### src/rtl/mac_window_feeder_pkg.sv
// Shared types and constants for the MAC window feeder and its coefficient bank.
package mac_window_feeder_pkg;

    localparam int FP_W      = 32;
    localparam int KSIZE_DEF = 9;

    typedef enum logic {
        IDLE,
        STREAM
    } state_t;

    // LSB position of tap i inside a packed window of dw-bit pixels.
    function automatic int unsigned tap_lsb(input int unsigned tap, input int unsigned dw);
        return tap * dw;
    endfunction

endpackage

### src/rtl/mac_coeff_bank.sv
// KSIZE x DW kernel coefficient registers with busy/range write gating,
// a one-cycle drop pulse and a combinational read with write forwarding.
module mac_coeff_bank
    import mac_window_feeder_pkg::*;
#(
    parameter int KSIZE = KSIZE_DEF,
    parameter int DW    = FP_W,
    parameter int AW    = 4
) (
    input  logic          clk,
    input  logic          rst,
    input  logic          we,
    input  logic [AW-1:0] addr,
    input  logic [DW-1:0] data,
    input  logic          busy,
    input  logic [AW-1:0] rd_tap,
    output logic [DW-1:0] rd_data,
    output logic          drop
);

    localparam logic [AW:0] KSIZE_W = (AW + 1)'(KSIZE);

    logic [DW-1:0] coeff_q [KSIZE];
    logic          wr_ok;

    assign wr_ok = we && !busy && ({1'b0, addr} < KSIZE_W);

    // A write landing on the tap being loaded this edge must be seen by that load.
    assign rd_data = (wr_ok && (addr == rd_tap)) ? data : coeff_q[rd_tap];

    always_ff @(posedge clk) begin
        if (!rst) begin
            // NOTE: the bank must read back as zero after reset, so every entry
            // is cleared explicitly instead of being treated as uninitialised RAM.
            for (int i = 0; i < KSIZE; i++) begin
                coeff_q[i] <= '0;
            end
            drop <= 1'b0;
        end else begin
            if (wr_ok) begin
                coeff_q[addr] <= data;
            end
            drop <= we && !wr_ok;
        end
    end

endmodule

### src/rtl/mac_window_feeder.sv
// Serialises one KSIZE-pixel window into (pixel, coefficient) beats for the MAC.
// Optional MAC_FEEDER_PINGPONG_EN adds a spare window buffer for back-to-back streaming.
module mac_window_feeder
    import mac_window_feeder_pkg::*;
#(
    parameter int KSIZE = KSIZE_DEF,
    parameter int DW    = FP_W,
    parameter int AW    = 4
) (
    input  logic                clk,
    input  logic                rst,
    input  logic                in_window_valid,
    output logic                ou_window_ready,
    input  logic [KSIZE*DW-1:0] in_window,
    input  logic                in_window_last_pixel,
    input  logic                in_coeff_we,
    input  logic [AW-1:0]       in_coeff_addr,
    input  logic [DW-1:0]       in_coeff_data,
    output logic                ou_coeff_drop,
    output logic                ou_data_valid,
    input  logic                in_data_ready,
    output logic [DW-1:0]       ou_grayscale_fp,
    output logic [DW-1:0]       ou_kernel_coeff,
    output logic                ou_data_last,
    output logic                ou_last_pixel,
    output logic                ou_busy
);

    localparam logic [AW-1:0] LAST_TAP = AW'(KSIZE - 1);

    state_t                state_q, state_d;
    logic [AW-1:0]         tap_q, tap_d;
    logic [KSIZE*DW-1:0]   win_q, win_d;
    logic                  lp_q, lp_d;
`ifdef MAC_FEEDER_PINGPONG_EN
    logic [KSIZE*DW-1:0]   spare_win_q, spare_win_d;
    logic                  spare_lp_q, spare_lp_d;
    logic                  spare_full_q, spare_full_d;
`endif

    logic                  accept, xfer, load, load_lp;
    logic [AW-1:0]         load_tap;
    logic [KSIZE*DW-1:0]   load_win;
    logic [DW-1:0]         coeff_rd, gray_d;
    logic                  ready_d, valid_d, busy_d, last_d, lastpix_d;

    mac_coeff_bank #(.KSIZE(KSIZE), .DW(DW), .AW(AW)) u_coeff_bank (
        .clk     (clk),
        .rst     (rst),
        .we      (in_coeff_we),
        .addr    (in_coeff_addr),
        .data    (in_coeff_data),
        .busy    (ou_busy),
        .rd_tap  (load_tap),
        .rd_data (coeff_rd),
        .drop    (ou_coeff_drop)
    );

    always_comb begin
        // NOTE: every next-state variable starts from its current value, so no
        // branch can leave one unassigned and infer a latch.
        state_d   = state_q;
        tap_d     = tap_q;
        win_d     = win_q;
        lp_d      = lp_q;
        valid_d   = ou_data_valid;
        busy_d    = ou_busy;
        last_d    = ou_data_last;
        lastpix_d = ou_last_pixel;
        gray_d    = ou_grayscale_fp;
        load      = 1'b0;
        load_tap  = '0;
        load_win  = win_q;
        load_lp   = lp_q;
        accept    = in_window_valid && ou_window_ready;
        xfer      = ou_data_valid && in_data_ready;
`ifdef MAC_FEEDER_PINGPONG_EN
        spare_win_d  = spare_win_q;
        spare_lp_d   = spare_lp_q;
        spare_full_d = spare_full_q;
`endif

        case (state_q)
            IDLE: begin
                if (accept) begin
                    state_d  = STREAM;
                    load     = 1'b1;
                    load_win = in_window;
                    load_lp  = in_window_last_pixel;
                end
            end
            STREAM: begin
                if (xfer && (tap_q == LAST_TAP)) begin
`ifdef MAC_FEEDER_PINGPONG_EN
                    if (spare_full_q) begin
                        load         = 1'b1;
                        load_win     = spare_win_q;
                        load_lp      = spare_lp_q;
                        spare_full_d = 1'b0;
                    end else if (accept) begin
                        load     = 1'b1;
                        load_win = in_window;
                        load_lp  = in_window_last_pixel;
                    end else begin
                        state_d = IDLE;
                    end
`else
                    state_d = IDLE;
`endif
                end else if (xfer) begin
                    load     = 1'b1;
                    load_tap = tap_q + 1'b1;
                end
`ifdef MAC_FEEDER_PINGPONG_EN
                // Park the incoming window unless it was taken straight into streaming.
                if (accept && !(xfer && (tap_q == LAST_TAP) && !spare_full_q)) begin
                    spare_win_d  = in_window;
                    spare_lp_d   = in_window_last_pixel;
                    spare_full_d = 1'b1;
                end
`endif
            end
            default: state_d = IDLE;
        endcase

        if (load) begin
            tap_d     = load_tap;
            win_d     = load_win;
            lp_d      = load_lp;
            valid_d   = 1'b1;
            busy_d    = 1'b1;
            last_d    = (load_tap == LAST_TAP);
            lastpix_d = load_lp;
            gray_d    = load_win[tap_lsb(32'(load_tap), DW) +: DW];
        end else if (state_d == IDLE) begin
            valid_d   = 1'b0;
            busy_d    = 1'b0;
            last_d    = 1'b0;
            lastpix_d = 1'b0;
        end

`ifdef MAC_FEEDER_PINGPONG_EN
        ready_d = (state_d == IDLE) || !spare_full_d;
`else
        ready_d = (state_d == IDLE);
`endif
    end

    always_ff @(posedge clk) begin
        if (!rst) begin
            state_q         <= IDLE;
            tap_q           <= '0;
            ou_window_ready <= 1'b0;
            ou_data_valid   <= 1'b0;
            ou_busy         <= 1'b0;
            ou_data_last    <= 1'b0;
            ou_last_pixel   <= 1'b0;
            ou_grayscale_fp <= '0;
            ou_kernel_coeff <= '0;
`ifdef MAC_FEEDER_PINGPONG_EN
            spare_full_q    <= 1'b0;
`endif
        end else begin
            state_q         <= state_d;
            tap_q           <= tap_d;
            ou_window_ready <= ready_d;
            ou_data_valid   <= valid_d;
            ou_busy         <= busy_d;
            ou_data_last    <= last_d;
            ou_last_pixel   <= lastpix_d;
            ou_grayscale_fp <= gray_d;
            if (load) begin
                ou_kernel_coeff <= coeff_rd;
            end
`ifdef MAC_FEEDER_PINGPONG_EN
            spare_full_q    <= spare_full_d;
`endif
        end
    end

    // NOTE: window buffers carry no reset; they are only ever read behind valid state.
    always_ff @(posedge clk) begin
        win_q <= win_d;
        lp_q  <= lp_d;
`ifdef MAC_FEEDER_PINGPONG_EN
        spare_win_q <= spare_win_d;
        spare_lp_q  <= spare_lp_d;
`endif
    end

endmodule

### config.mk
export PLATFORM = sky130hd
export DESIGN_NAME = mac_window_feeder
export DESIGN_NICKNAME = d
export VERILOG_FILES = /design/src/rtl/mac_window_feeder_pkg.sv /design/src/rtl/mac_coeff_bank.sv /design/src/rtl/mac_window_feeder.sv
export SDC_FILE = /design/constraint.sdc
export NUM_CORES = 1
export LEC_CHECK = 0
export ABC_AREA = 1
export CORE_MARGIN = 4
export CORE_UTILIZATION = 35
export CTS_CLUSTER_SIZE = 25
export DETAILED_ROUTE_END_ITERATION = 12
export PLACE_DENSITY = 0.53
export REMOVE_ABC_BUFFERS = 1
export SYNTH_ARGS = -nofsm -noshare
export SYNTH_HDL_FRONTEND = slang
export SYNTH_HIERARCHICAL = 1
export SYNTH_SLANG_ARGS = --single-unit
### constraint.sdc
create_clock -name clk -period 13.08 [get_ports clk]
set_input_delay 3.924 -clock clk [delete_from_list [all_inputs] [get_ports clk]]
set_output_delay 3.924 -clock clk [all_outputs]
set_load 0.02 [all_outputs]
# After elaboration in Yosys (flattened, before gate mapping)
# Memories as Yosys holds them, arrays and structs flattened. A register that Yosys moved wholly into a read port is not among the register bits.
# Cells that the tools add are included.
# op_classes
addsub,1
order_cmp,1
n_eq_ne,3
n_shift,1
muxes,24
bitwise,2
reduce_logical,10
# ops
operator,n
288-bit 2-to-1 mux,2
288-bit by 10-bit variable part select with 32-bit output,1
32-bit 2-to-1 mux,1
32-bit OR reduction,1
4-bit 2-to-1 mux,4
1-bit 2-to-1 mux,15
"4-bit == test, second input constant",2
1-bit logical AND,6
"4-bit by 1-bit adder with 4-bit output, second input constant",1
"4-bit < comparator, second input constant",1
1-bit one-hot mux with 2 select lines,2
1-bit logical NOT,3
"2-bit by 1-bit inequality test with 1-bit output, second input constant",1
1-bit NOT,2
# word_totals
register_bits,331
ramBits,288
in_bits,330
n_memories,1
# memory_table
name,words,width,read_ports,rd_clocked_by_memory_dff,wr,line_no,source
u_coeff_bank.coeff_q,9,32,1,1,9,mac_coeff_bank.sv:23,logic [DW-1:0] coeff_q [KSIZE];

# Depth between registers and ports, before layout
# Gate-level depths: netlist (run 1).
# depth
ltp_word,8
ltp_mapped,21

# By module
# Netlist (run 1), hierarchy kept.
# by_module_without_submodules
mod,instances,cells_each,area_each_um2
mac_coeff_bank,1,2193,22266.4
mac_window_feeder,1,2784,20039.2

# Least setup slack after synthesis (run 1)
# No wires, ideal clock.
# synth_path
path_type,input -> register
start,input port in_data_ready
end,register lp_q (enable)
setup_ns,0.765
t_arrival_ns,12.322
required_time_ns,12.315
setup_slack_ns,-0.007
stages,5
n_path_buf,1
cell_sequence,nand2_1 nor2_4 nand2_4 nand2_4 clkbuf_1
# synth_via
elab_chain_cells,4
elab_cells_between_ends,5
cone_classes,mux: 3; reduce/logical: 2
# synth_lines
item,line_no,source
from (decl),mac_window_feeder.sv:21,"input logic in_data_ready,"
1-bit logical AND (*),mac_window_feeder.sv:76,xfer = ou_data_valid && in_data_ready;
1-bit 2-to-1 mux or 1-bit logical AND (tied branches),"mac_window_feeder.sv:110, mac_window_feeder.sv:93",
1-bit 2-to-1 mux (*),mac_window_feeder.sv:93,if (xfer && (tap_q == LAST_TAP)) begin
1-bit one-hot mux with 2 select lines (*),mac_window_feeder.sv:83,case (state_q)
to (signal assigned),mac_window_feeder.sv:184,lp_q <= lp_d;
to (decl),mac_window_feeder.sv:34,"logic lp_q, lp_d;"
# Mark *: on every way between the ends. The rest lies on a longest branch, timed or not.
# A chain may end at the register's enable or synchronous reset.

# Final worst setup path (run 1)
# layout_path
start,input port in_data_ready
end,register ou_kernel_coeff[6] (read register of u_coeff_bank.coeff_q)
# layout_via
elab_chain_cells,4
elab_cells_between_ends,8
cone_classes,mux: 6; reduce/logical: 2
# layout_lines
item,line_no,source
1-bit logical AND (*),mac_window_feeder.sv:76,
1-bit 2-to-1 mux (tied with other cells),mac_window_feeder.sv:110,end else if (xfer) begin
1-bit 2-to-1 mux or 4-bit 2-to-1 mux (tied branches),mac_window_feeder.sv:93,
1-bit one-hot mux with 2 select lines or 4-bit 2-to-1 mux (tied branches),mac_window_feeder.sv:83,
to (decl),mac_window_feeder.sv:23,"output logic [DW-1:0] ou_kernel_coeff,"
# Marked as above.

==> results of run 1 <==
cells in the mapped netlist:
library cell	instances	area (um^2)
buf_1	28	105
xnor2_1	1	8.76
nand3_2	3	30.0
conb_1	1	3.75
o21ai_0	92	460
clkbuf_1	108	405
inv_1	774	2910
or2_0	1	6.26
clkbuf_2	1	5.00
or2_2	13	81.3
nand2_1	1811	6800
buf_2	135	676
nand2_4	2	22.5
a21oi_1	39	195
nor2_1	362	1360
nor2_2	2	12.5
o21ai_1	32	160
buf_4	7	52.6
clkinv_1	33	124
nor2_4	5	56.3
o21bai_1	1	7.51
inv_2	8	30.0
dfxtp_1	74	1480
ha_1	2	25.0
nand3_1	614	3070
nand4_1	27	169
edfxtp_1	801	24100
critical path: stages:
cell	delay (ns)
clkdlybuf4s50_1	0.46
nand2_1	0.10
nor2_4	0.23
nand2_4	0.14
nor2_4	0.17
buf_4	0.48
buf_12	0.76
buf_4	0.90
nand2_1	0.12
nand3_1	0.12
nand3_1	0.07
nand2_1	0.13
nand2_1	0.06
nand2_1	0.08
nand2_1	0.05
nand2_1	0.08
nor2_1	0.05
nor2_1	0.12
flip-flops by register name, indices dropped and copies added, names as in the netlist, 4 cells and up:
name                  cells
ou_grayscale_fp          32
ou_kernel_coeff          32
tap_q                     4
u_coeff_bank/coeff_q    512
win_q                   288
stage by stage:
stage	setup slack [ns]	cell area, um^2	cells	util [%]
CTS	5.47	51700	7175	43.1
detailed placement	4.72	48400	6982	40.3
floorplan	-2.96	41900	4921	-
global placement	4.74	48400	6982	40.3
finish	5.44	51700	7185	43.1
global route	5.04	51700	7177	43.1
layer usage:
layer / vias up / global-route usage [%] / share of wire (%)
met4: 10 / 4.93 / 2.2
met3: 193 / 4.37 / 7.3
met2: 974 / 32.7 / 47
met1: 15700 / 26.8 / 44
met5: - / 0 / 0.053
li1: 16400 / - / -
layout by cell type (no fill, tap or decap), types with 2 or more instances in the layout:
master	count
nand3_1	613
buf_12	4
nor2_2	2
inv_8	3
nand2_1	1811
inv_2	9
a21oi_1	39
clkdlybuf4s50_1	398
buf_4	46
inv_1	770
o21ai_1	32
nor2_4	6
clkbuf_1	40
clkinv_1	42
clkinv_2	13
conb_1	224
clkbuf_16	107
o21ai_0	92
inv_6	2
inv_4	2
clkbuf_8	11
diode_2	10
ha_1	2
nor2_1	361
dfxtp_1	74
nand4_1	27
or2_2	13
bufinv_16	4
edfxtp_1	801
clkinvlp_4	3
nand3_4	3
worst paths after layout:
check | end | slack (ns) | cells past startpoint
hold reg to reg | ou_last_pixel | 0.48 | 2
setup reg to reg | ou_kernel_coeff[6] | 8.33 | 17
hold / removal | ou_last_pixel | 0.48 | 2
setup / recovery | ou_kernel_coeff[6] | 5.44 | 18
where the power goes:
| part | total, mW | switching, mW | internal (mW) | leakage, nW |
|---|---|---|---|---|
| clock network | 2.81 | 1.16 | 1.64 | 1.60 |
| registers | 3.30 | 0.0479 | 3.25 | 8.46 |
| logic | 0.633 | 0.401 | 0.232 | 13.3 |
cell families (layout without fill, tap and decap cells):
| family | Yosys count | in the layout |
|---|---|---|
| AO/OA/AOI/OAI | 164 | 164 |
| XOR/XNOR | 1 | 1 |
| adder cells (fa/ha/maj) | 2 | 2 |
| buffers and inverters | 1094 | 1457 |
| flip-flops | 875 | 875 |
| other | 1 | 234 |
| AND/OR/NAND/NOR | 2840 | 2840 |
area by class of cell:
type | count | area share, %
sequential | 875 | 49.4
multi-input combinational | 3231 | 25.8
timing repair buffer | 449 | 8.54
inverter | 815 | 5.96
clock buffer | 158 | 5.76
tap | 1612 | 3.90
clock inverter | 35 | 0.586
antenna | 10 | 0.0484
==> impl_summary.md, run 1 <==
Pwr
The total chip power is 6.74 mW. The power density normalized to cell area is 130 nW/um^2. The worst vdd rail ir drop is 0.105 mV. The leakage power summed over all cells is 23.3 nW.

Place
Port buffering added 399 buffers. The placed wire-length estimate is 71800 um. The congestion estimate from routability-driven global placement came to 0.780.

Routing
The via count normalized by instance count is 4.64. Dividing the detail-routed wire length by the instance count gives 17.9 um. Summing over every cut layer, the via total after detailed routing is 33300. For this run, design rule violations remaining after detail routing come to 0. The remaining antenna violation count after routing is 0. The first detailed-routing pass took 5 iterations. The aggregate routed wire length is 128000 um. The detailed router finished its first iteration with 2532 violations.

Final layout
Cells with a size suffix above 1 make up 4.21% of the layout. The number of nets in the final layout is 5807. The register cell area after layout is 25500 um^2. The multi-input combinational cell area is 13300 um^2. The count of filler cells inserted in the layout is 12100.

The area growth from synthesis to layout is 22.2%.

Clocking
The number of hold-repair buffers added at the cts stage is 0. CTS built an H-tree with a depth of 3. The insertion delay of the later-clocked pin in the worst-skew pair is 0.69 ns.

The number of setup buffers added after CTS is 0. The buffer type at the clock tree root is clkbuf_16. The clock tree from TritonCTS is done. The number of sinks handled by clock tree synthesis is 875. The maximum number of buffers from clock root to sink is 3.

After clock tree synthesis, the repair step resized 0 gates. The number of clock buffers added by TritonCTS is 103. The clock transition at the register clock pins on the worst setup and hold paths after CTS is 0.06 ns.

Timing
The worst slew slack as a fraction of its limit is 17.7%. On the final layout, the worst hold slack is 0.477 ns. The final cycle utilization of the critical path is 58.4%.

The clock arrives with 0.0199 ns of skew. The minimum clock period after layout is 7.64 ns. The highest clock frequency the design can meet is 131 MHz.

The final-report max-slew violation count is 0. The setup total negative slack is 0 ns. The number of hold-slack violations in the final timing report is 0. For the pin with the worst max-slew slack, the measured transition is 1.23 ns. Setup repair after global routing left no endpoint under its margin.

Setup violations remaining at the end of the flow were counted as 0.

Setup path
The type of the worst setup path is input pin to flip-flop. The worst reg2reg path startpoint is ou_busy. Data on the critical path is required at its endpoint by 13.69 ns. The kind of launch point of the worst setup path is an input pin. The arrival time at the worst endpoint is 8.25 ns. The critical path launch point is in_data_ready. Along the worst path, the maximum fanout reaches 210. STA classifies the critical path endpoint as a flip-flop.

Floorplanning
Pin placement for this block handled 400 I/O pins. The area enclosed by the die boundary is 127000 um^2. The die width is 356 um. The height of the die is 356 um.

The starting utilization of the core area is 35.3%. The placement row count is 127. The region available for standard cell placement spans 120000 um^2.

Synthesis
In this run, distinct cell masters in the synthesized netlist total 27. Summing every instance area after synthesis gives 42300 um^2. In this run, synthesis produced a sequential element count of 875. The adder-cell share of the synthesized area is 0.0592%. After synthesis, the mean cell area works out to 8.50 um^2. After synthesis, the largest family of logic cells by area is simple AND/OR/NAND/NOR gates. The post-synthesis sequential area ratio is 60.4%. The mux contribution to synthesized area is 0%.

The synthesized netlist cell count is 4977. After Yosys synthesis, and, or, nand and nor cells account for 27.4% of the synthesized area. The Yosys step of the flow raised 6 warnings. The synthesized netlist devotes 1.95% of its cell area to compound gates.

The fraction of synthesized cell area in xor and xnor cells is 0.0207%.

Global routing
The first-pass GRT wire length is 194000 um. The via count of the first global-routing pass was 32300. Global routing used 19.9% of the available tracks across all layers. The number of antenna violations at the first check in global routing is 13. The remaining global-route overflow is 0. Entering global routing, the biggest net connects 212 pins.

Min path
The class of the most critical hold timing path is flip-flop to flip-flop. The start point of the worst min-delay path is ou_last_pixel.

Outcome
The flow ran to the end, and the final reports show no timing, DRC or antenna violations.

Run
The max-cap violation count is 0.
No activity file was read; power rests on OpenSTA's default activity.
==> run 2: changes to the inputs <==
- PLACE_DENSITY: 0.53 -> 0.51
- clock period: 13.08 -> 7.8 ns (I/O delays scaled with it)
==> impl_summary.md, run 2 (same netlist as run 1, synthesis figures left out) <==
Outcome
Status: completed (unchanged).

Pwr
The total chip power is 11.4 mW (was 6.74 mW). The worst vdd rail ir drop is 0.187 mV (was 0.105 mV). The leakage power summed over all cells is 23.4 nW (was 23.3 nW). The power density normalized to cell area was 219 nW/um^2 (was 130 nW/um^2).

Place
The pre-CTS setup slack came to 1.67 ns (was 4.72 ns). The placed wire-length estimate is 74400 um (was 71800 um). The placer congestion estimate is 0.800 (was 0.780). The number of buffer cells added on primary ports is 399 (unchanged). The cell area after placement is 48500 um^2 (was 48400 um^2). The number of instances in the placed design came to 6990 (was 6982).

Final layout
The number of flip-flops under the largest register name is 512 (unchanged). The area growth from synthesis to layout is 22.6% (was 22.2%). The post-route core utilization is 43.2% (was 43.1%). Commonest cells after routing, fill and taps aside: nand2_1 (1810), edfxtp_1 (801), inv_1 (770), nand3_1 (613), clkdlybuf4s50_1 (398) (was nand2_1 (1811), edfxtp_1 (801), inv_1 (770), nand3_1 (613), clkdlybuf4s50_1 (398)). The fraction of layout cells with a size suffix above 1 came to 4.61% (was 4.21%).

The register with the highest flop count is u_coeff_bank/coeff_q (unchanged). The design area came to 51900 um^2 (was 51700 um^2). The final cell count without fillers is 7193 (was 7185). The number of nets in the final layout is 5815 (was 5807). The most common cell after layout, fill and taps aside was nand2_1 (unchanged). Registers with the most flip-flops: u_coeff_bank/coeff_q (512), win_q (288) (unchanged).

Setup path
The highest fanout seen on the critical path is 76 (was 210). The arrival time at the worst endpoint is 5.98 ns (was 8.25 ns). The kind of launch point of the worst setup path is an input pin (unchanged). The type of the worst setup path is input pin to flip-flop (unchanged). The required time at the endpoint of the critical path is 8.37 ns (was 13.69 ns). The endpoint type of the worst setup path is a flip-flop (unchanged).

Clocking
The number of setup buffers added after CTS is 0 (unchanged). The insertion delay of the later-clocked pin in the worst-skew pair is 0.69 ns (about the same). The clock tree from TritonCTS is done (unchanged).

The TritonCTS buffer count was 103 (unchanged). The number of sinks handled by clock tree synthesis was 875 (unchanged). The maximum number of buffers from clock root to sink is 3 (unchanged).

The number of levels in the clock H-tree was 3 (unchanged). The clock transition at the register clock pins on the worst setup and hold paths after CTS came to 0.06 ns (about the same). The number of hold-repair buffers added at the cts stage is 0 (unchanged). The buffer type at the clock tree root is clkbuf_16 (unchanged). The total of cells resized after clock tree synthesis is 0 (unchanged).

Routing
The remaining antenna violation count after routing is 0 (unchanged). The aggregate routed wire length is 131000 um (was 128000 um). The detail-routed net length per standard cell is 18.2 um (was 17.9 um). The via count normalized by instance count came to 4.64 (about the same). The number of DRC violations after detailed routing is 0 (unchanged).

The via count of the routed design is 33400 (was 33300). The first-pass iteration count of the detailed router is 7 (was 5). The number of DRC markers after the initial detailed-route iteration is 2455 (was 2532).

Floorplanning
The placement row count is 127 (unchanged). The area of the core is 120000 um^2 (unchanged). The area enclosed by the die boundary is 127000 um^2 (unchanged). The number of top-level design ports was 400 (unchanged).

The starting utilization of the core area was 35.3% (unchanged). The height of the die is 356 um (unchanged). The die width was 356 um (unchanged).

Timing
The number of hold-slack violations in the final timing report is 0 (unchanged). The highest clock frequency the design can meet is 185 MHz. The setup total negative slack is 0 ns (unchanged).

In the finished design, the share of the clock period the worst path needs comes to 69.3%. The worst slew slack as a fraction of its limit was 12.9% (was 17.7%). The worst hold-check slack is 0.477 ns (about the same). The number of setup violations in the final report is 0 (unchanged). Unrepaired setup endpoints after global routing: false (unchanged). The measured slew at the worst slew-check pin is 1.30 ns (was 1.23 ns). The final-report max-slew violation count is 0 (unchanged). The final worst-path setup slack is 2.39 ns (was 5.44 ns).

The worst clock skew on the final layout was 0.0220 ns (was 0.0199 ns). The routed design could run at a clock period as short as 5.41 ns.

Min path
The class of the most critical hold timing path was flip-flop to flip-flop (unchanged).

Global routing
The largest net degree at the start of global routing is 191 (was 212). The number of antenna violations at the first check in global routing was 11 (was 13). The via count of the first global-routing pass is 32200 (was 32300). The remaining global-route overflow is 0 (unchanged). The first-pass GRT wire length is 197000 um (was 194000 um). The overall track demand over capacity in global routing is 20.2% (was 19.9%).

Run
The max-cap violation count is 0 (unchanged).
[run 2: cell count changes in the layout (fill, tap and decap cells not counted), sizes merged]
cell      before  now
clkinv        56   66
buf           51   59
clkbuf       158  151
diode         10    8
bufinv         4    3
clkinvlp       3    4
inv          787  786
[run 2: worst max-delay path: stages]
cell,delay [ns]
clkdlybuf4s50_1,0.41
nand2_1,0.13
nor2_4,0.08
nand3_4,0.39
inv_8,0.22
inv_4,0.62
buf_4,0.90
nand3_1,0.18
nand3_1,0.15
nand2_1,0.06
nand2_1,0.06
nand2_1,0.05
nand2_1,0.05
nand2_1,0.05
nor2_1,0.11
nor2_1,0.07
[run 2: final timing paths]
path,cells past startpoint,start,to,slack [ns]
setup / recovery,16,in_data_ready,ou_kernel_coeff[10],2.39
hold / removal,2,ou_data_last,ou_data_last,0.48
setup reg to reg,14,ou_busy,ou_kernel_coeff[1],3.70
hold reg to reg,2,ou_data_last,ou_data_last,0.48
[run 2: area by class of cell]
| cell class | count | area, um^2 |
|---|---|---|
| repair buffers | 457 | 4500 |
| multi-input cells | 3231 | 13400 |
| clock buffers | 151 | 3000 |
| well taps | 1612 | 2020 |
| fillers | 12100 | 68100 |
| clock inverters | 44 | 354 |
| inverters | 815 | 3080 |
| flip-flops and latches | 875 | 25500 |
| diodes | 8 | 20.0 |
[run 2: power breakdown]
group | total, mW | switching, mW | internal (mW)
clock | 4.76 | 1.99 | 2.76
combinational | 1.07 | 0.680 | 0.392
sequential | 5.52 | 0.0785 | 5.45
total | 11.4 | 2.75 | 8.60
[run 2: per-layer routing]
metal | wire (um) | share of wire, % | GRT usage (%)
met5 | 52 | 0.040 | 0
met4 | 2960 | 2.3 | 5.05
met3 | 8820 | 6.7 | 3.68
met2 | 60000 | 46 | 32.6
met1 | 59100 | 45 | 28.0
